$ cat config.mk
export PLATFORM = sky130hd
export DESIGN_NAME = sr_piso_4bit_tx
export DESIGN_NICKNAME = d
export VERILOG_FILES = /design/src/rtl/sr_piso_4bit_tx.sv
export SDC_FILE = /design/constraint.sdc
export NUM_CORES = 1
export LEC_CHECK = 0
export CAP_MARGIN = 20
export CORE_MARGIN = 4
export CORE_UTILIZATION = 29
export DETAILED_ROUTE_END_ITERATION = 12
export GPL_TIMING_DRIVEN = 0
export PLACE_DENSITY_LB_ADDON = 0.15
export SYNTH_ARGS = -nofsm -noshare
export SYNTH_HDL_FRONTEND = slang
export SYNTH_SLANG_ARGS = --single-unit
$ cat constraint.sdc
create_clock -name clk -period 1.7 [get_ports clk]
set_clock_uncertainty 0.1 [all_clocks]
set_input_delay 0.34 -clock clk [delete_from_list [all_inputs] [get_ports clk]]
set_output_delay 0.34 -clock clk [all_outputs]
set_load 0.02 [all_outputs]
$ cat src/rtl/sr_piso_4bit_tx.sv
// Parallel-in serial-out transmitter: loads a WIDTH-bit word via valid/ready and shifts it out one bit per accepted cycle.
// Latency: first bit visible the cycle after the load edge; back-to-back words stream with no gap (WIDTH cycles per word).
// Backpressure: sout_ready low freezes the word in place; din_ready is combinational from sout_ready at the final bit.
module sr_piso_4bit_tx #(
  parameter int WIDTH     = 4,
  parameter bit MSB_FIRST = 1'b1
) (
  input  logic             clk,
  input  logic             rst,
  input  logic [WIDTH-1:0] din,
  input  logic             din_valid,
  output logic             din_ready,
  output logic             sout,
  output logic             sout_valid,
  output logic             sout_last,
  input  logic             sout_ready,
  output logic             busy,
  output logic [7:0]       tx_count
);

  localparam int CW = $clog2(WIDTH);

  typedef enum logic {
    IDLE  = 1'b0,
    SHIFT = 1'b1
  } state_t;

  state_t           state;
  state_t           state_nxt;
  logic [WIDTH-1:0] shreg;
  logic [WIDTH-1:0] shreg_shifted;
  logic [CW-1:0]    cnt;
  logic             bit_acc;
  logic             last_acc;
  logic             load;

  // Handshake decode; din_ready is held low while in reset so nothing loads during reset.
  always_comb begin
    bit_acc   = (state == SHIFT) && sout_ready;
    last_acc  = bit_acc && (cnt == '0);
    din_ready = rst && ((state == IDLE) || last_acc);
    load      = din_valid && din_ready;
  end

  // Next-state logic: a final-bit acceptance either chains straight into a new word or returns to idle.
  always_comb begin
    state_nxt = state;
    case (state)
      IDLE:    if (load) state_nxt = SHIFT;
      SHIFT:   if (last_acc) state_nxt = load ? SHIFT : IDLE;
      default: state_nxt = IDLE;
    endcase
  end

  // State register.
  always_ff @(posedge clk or negedge rst) begin
    if (!rst) state <= IDLE;
    else      state <= state_nxt;
  end

  // Shift toward the output end with zero fill; direction set by bit order.
  always_comb begin
    shreg_shifted = shreg;
    if (MSB_FIRST) shreg_shifted = {shreg[WIDTH-2:0], 1'b0};
    else           shreg_shifted = {1'b0, shreg[WIDTH-1:1]};
  end

  // Datapath: load wins over shifting; the final bit leaves shreg untouched since the output is gated by state.
  always_ff @(posedge clk or negedge rst) begin
    if (!rst) begin
      shreg <= '0;
      cnt   <= '0;
    end else if (load) begin
      shreg <= din;
      cnt   <= CW'(WIDTH - 1);
    end else if (bit_acc && (cnt != '0)) begin
      shreg <= shreg_shifted;
      cnt   <= cnt - CW'(1);
    end
  end

  // Completed-word counter, bumps on each final-bit acceptance and wraps naturally at 8 bits.
  always_ff @(posedge clk or negedge rst) begin
    if (!rst)          tx_count <= 8'd0;
    else if (last_acc) tx_count <= tx_count + 8'd1;
  end

  // Serial outputs decoded purely from registered state so they are glitch-free toward the receiver.
  always_comb begin
    sout_valid = (state == SHIFT);
    busy       = sout_valid;
    sout_last  = sout_valid && (cnt == '0);
    sout       = sout_valid && (MSB_FIRST ? shreg[WIDTH-1] : shreg[0]);
  end

endmodule

# Word level (Yosys, flattened, before mapping)
# Cells that the tools add are included.
word_totals:
  ff_bits: 15
  latch_bits: 0
  mem_bits_rw: 0
  mem_bits_ro: 0
  inputBits: 8
  output_inout_bits: 13
  elab_cells: 25
  mem_count: 0
classes:
  add_sub_neg: 2
  mul: 0
  div_mod_pow: 0
  order_cmp: 0
  n_eq_ne: 0
  shift: 0
  mux: 7
  bitwise_logic: 1
  reduce_logical: 11
op_table:
  columns: ["operator", "n"]
  rows:
  - ["$add 8x1->8 const B", 1]
  - ["$mux 4", 2]
  - ["$logic_and 1x1->1", 7]
  - ["$mux 2", 2]
  - ["$reduce_bool 2->1", 2]
  - ["$logic_not 2->1", 1]
  - ["$mux 1", 2]
  - ["$pmux 1 s2", 1]
  - ["$sub 2x1->2 const B", 1]
  - ["$logic_or 1x1->1", 1]
  - ["$not 1->1", 1]

# Longest topological paths before layout
depth:
  depth_word: 8
  ltp_mapped: 5

# Worst setup path after synthesis
# OpenSTA, ideal clock, no wires.
synth_timing:
  path_kind: "flip-flop to output port"
  from: "register state (netlist: busy)"
  to: "output port din_ready"
  t_arrival_ns: 1.103
  setup_slack_ns: 0.157
  path_stages_with_launch: 4
  cell_sequence: "dfrtp_1 -> clkbuf_2 -> a21bo_2 -> and2_1"
synth_via:
  elab_chain_cells: 4
  elab_cells_between_ends: 5
  classes_between: "bitwise: 1; reduce/logical: 4"
synth_lines:
  columns: ["element", "line_no", "text"]
  rows:
  - ["start: declaration", "28", "state_t state;"]
  - ["start signal: assignment", "58", "else state <= state_nxt;"]
  - ["$logic_and 1x1->1", "39", "bit_acc = (state == SHIFT) && sout_ready;"]
  - ["$logic_and 1x1->1", "40", "last_acc = bit_acc && (cnt == '0);"]
  - ["$logic_or 1x1->1 *", "41", "din_ready = rst && ((state == IDLE) || last_acc);"]
  - ["$logic_and 1x1->1 *", "41", null]
  - ["end: declaration", "12", "output logic din_ready,"]
# Mark *: on every way between the ends. The rest lies on a longest branch, timed or not.

# Worst setup path in the final report
layout_timing:
  from: "register cnt[1]"
  to: "output port din_ready"
layout_via:
  elab_chain_cells: 4
layout_lines:
  columns: ["element", "line_no", "text"]
  rows:
  - ["start: declaration", "32", "logic [CW-1:0] cnt;"]
  - ["start signal: assignment", "75", "cnt <= CW'(WIDTH - 1);"]
  - ["start signal: assignment", "78", "cnt <= cnt - CW'(1);"]
  - ["$logic_not 2->1", "40", null]
  - ["$logic_and 1x1->1", "40", null]
  - ["$logic_or 1x1->1", "41", null]
  - ["$logic_and 1x1->1", "41", null]
# Every way passes these cells.

==> key figures <==
Critical path
  – Nature of the critical path startpoint: flip-flop
  – Critical path depth: 5
  – Slowest-stage cell, CP: dfrtp_1
  – Reg2reg start: cnt[1]$_DFFE_PN0P_
  – Buffer and inverter count on the worst path: 2
  – Delay-heaviest family, CP: flip-flops
  – R2r setup slk: 130 ps
  – Arr. time, crit path: ~1300 ps
  – WP data required: roughly 1300 ps
  – CP cell instances: inv_2 -> ha_4 -> a21bo_4 -> and2_4 -> buf_6
  – Slowest Stage Delay on Critical Path: around 370 ps
  – Worst reg2reg path endpoint: shreg[2]$_DFFE_PN0P_
  – CP Capture Point: din_ready
  – Critical Path Source: cnt[1]$_DFFE_PN0P_
  – R2R depth: 6
  – CP endpoint kind: primary output
  – CP max FO: 4
  – Critical path class: flip-flop to primary output

Synthesis
  – Area leader, netlist: dfrtp_1
  – Avg Cell Area, Syn: 10.3 um2
  – Post-synthesis register bit count: 15
  – Post-synth EDFFs: 0
  – Synth top area share: 51.2%
  – Post-Syn Nets: about 80
  – Count of cell types in the netlist: 25
  – Post-synth top flop: dfrtp_1
  – Cell count after synthesis: just over 70
  – Synth area leaders: dfrtp_1 51%, xnor2_1 6.0%, nand2_1 4.6%, inv_1 3.6%, o32ai_1 3.6%
  – Top-count cell post-synth: dfrtp_1
  – YS warnings: 0
  – Mapped cell area: around 730 um2
  – Most frequent cells after synthesis: 15 x dfrtp_1, 9 x nand2_1, 7 x inv_1
  – Seq/Total Area, Yosys: 51.2%
  – Ys async rst share: 100%

CTS
  – H-tree Lvls: 1
  – CTS tree: built
  – CTS max path bufs: 2
  – Num CTS Buffers: 3
  – Clk pin slew, worst setup/hold paths: about 90 ps
  – Clk_lat worst skew: around 280 ps
  – Clk sinks: 15
  – Root buffer cell: clkbuf_4

Final layout
  – Finished Cell Area: about 0.0010 mm2
  – Fin util: between 40% and 50%
  – Area delta synth->final: 42.0%
  – Layout cell share with drive strength beyond 1: between 20% and 30%
  – N_diodes: 0
  – FILL cells: 234
  – Fin nets: between 100 and 150

Drt
  – Metal3 WL: 49 um
  – Initial DRC count: 1
  – Pre-Repair DR Iteration Count: 3
  – M1 wire length: 781 um
  – DR WL/cell: roughly 12 um
  – DRT antenna net count: 0
  – WL met2: 715 um
  – Via/cell ratio: between 4 and 5
  – Vias: about 600
  – DR DRC count: 0
  – Highest layer used for signal routing: met4
  – Final WL: 1580 um

Die
  – Core Area: roughly 0.0023 mm2
  – Starting density of the core: roughly a third
  – Die footprint: between 0.003 and 0.004 mm2
  – Height of the die: approximately 58 um
  – Ports: 21
  – DIE WIDTH: roughly 58 um
  – Rows: 17

Power and ir drop
  – Pleak: around 0.53 nW
  – Worst VDD drop: between 700 and 800 uV
  – Pwr per Cell Area: 1610 mW/mm2

Global route
  – Largest net degree at the start of global routing: 16
  – Vias in the first global route: between 600 and 700
  – Global-route wire length before repair: between 2000 and 3000 um
  – Antenna violations before repair: 0
  – Overflow after GRT: 0
  – Global Route Usage Sum: between 10 and 15%

Place
  – Hpwl dp: 1120 um
  – Pre-CTS WS: -938 ps
  – Number of I/O port buffers: 20
  – Placed cell area: approximately 970 um2
  – Placer congestion estimate: roughly 0.70

STA
  – Endpoints failing hold: 0
  – RSZ-0062 raised after global routing: yes
  – Fin. max-slew vios: 0
  – Final min period: around 1800 ps
  – PnR worst setup slack: -79.6 ps
  – Worst-Margin Slew: between 700 and 800 ps
  – Slew headroom: a little over half
  – WHS: 361 ps
  – Final period util: 105%
  – Final count of negative-setup-slack endpoints: 1
  – Max Freq: around 0.56 GHz

Worst hold path
  – Min-Delay Startpoint: tx_count[7]$_DFFE_PN0P_
  – Hold Path Class: flip-flop to flip-flop

Outcome
  – Status: finished with violations
  – Failing checks: negative setup slack

Run
  – Max Cap Viol: 0
-- kinds of logic (layout without fill, tap and decap cells) --
family / after synthesis / after routing / synth area share [%]
flops: 15 / 15 / 51.2
xor+xnor: 8 / 8 / 9.56
simple gates: 25 / 25 / 18.4
buf+inv: 9 / 38 / 5.29
fa+ha+maj: 2 / 2 / 3.41
compound gates: 12 / 12 / 12.1
-- cells in the final DEF (no fill, tap or decap) --
master,instances
dfrtp_1,15
inv_2,2
buf_4,6
and3_1,1
xnor2_1,5
clkdlybuf4s50_1,5
clkbuf_2,1
and2_2,1
nand3_1,3
o21ai_0,1
nand3b_2,1
o211ai_1,2
dlygate4sd2_1,10
a21oi_1,3
clkdlybuf4s15_2,1
dlygate4sd3_1,1
clkbuf_4,3
a22o_2,1
buf_6,2
and3_2,1
a21bo_4,1
a21boi_0,1
nand2_1,9
xor2_1,3
buf_2,1
ha_1,1
nand4_1,3
nor3_1,2
o32ai_1,3
or2b_1,1
ha_4,1
and2_4,2
clkbuf_1,1
nor2_1,1
inv_1,5
-- what timing repair did --
item                       4_1_cts  5_1_grt
setup buffers                    1        3
hold endpoints to repair        15        0
pin swaps                        0        3
setup endpoints to repair       17        3
gates resized for setup         30       11
hold buffers                     1        0
-- per-layer routing --
metal | vias to the layer above | GRT usage [%]
met4 | 0 | 6.95
li1 | 303 | -
met5 | - | 0
met2 | 11 | 15.6
met3 | 4 | 2.00
met1 | 284 | 14.5
-- metrics by stage --
stage / total power, mW / setup TNS [ps] / std cells
after floorplan: 1.09 / 0 / 71
after global routing: 1.82 / -209 / 128
after detailed placement: 1.40 / -4520 / 119
after global placement: 1.38 / -4320 / 119
final: 1.67 / -79.6 / 128
after CTS: 1.58 / -139 / 125
-- sequential cells by signal (all words and copies together), names as in the netlist --
register,count
cnt,2
shreg,4
tx_count,8
busy,1
-- cell type report --
class / instances / area (um2) / share of cell area, %
buffer: 2 / 15.0 / 1.44
clock buffer: 4 / 26.3 / 2.52
inverter: 7 / 26.3 / 2.52
multi-input combinational: 47 / 342 / 32.8
sequential: 15 / 375 / 36.1
tap: 28 / 35.0 / 3.37
timing repair buffer: 25 / 221 / 21.3
-- worst min-delay path by stage --
stage | to | slack, ps | cells past startpoint
after floorplan | busy$_DFF_PN0_ | -60 | 0
after global placement | tx_count[7]$_DFFE_PN0P_ | 360 | 1
after detailed placement | tx_count[7]$_DFFE_PN0P_ | 360 | 1
after CTS | tx_count[7]$_DFFE_PN0P_ | 370 | 1
after global routing | tx_count[7]$_DFFE_PN0P_ | 400 | 1
final | tx_count[7]$_DFFE_PN0P_ | 360 | 1
-- power by group --
| part | switching (mW) | internal [mW] |
|---|---|---|
| registers | 0.0969 | 0.480 |
| logic | 0.446 | 0.447 |
| clock network | 0.114 | 0.0912 |
| total | 0.657 | 1.02 |
Note: power is estimated with default switching activity, not from simulation.
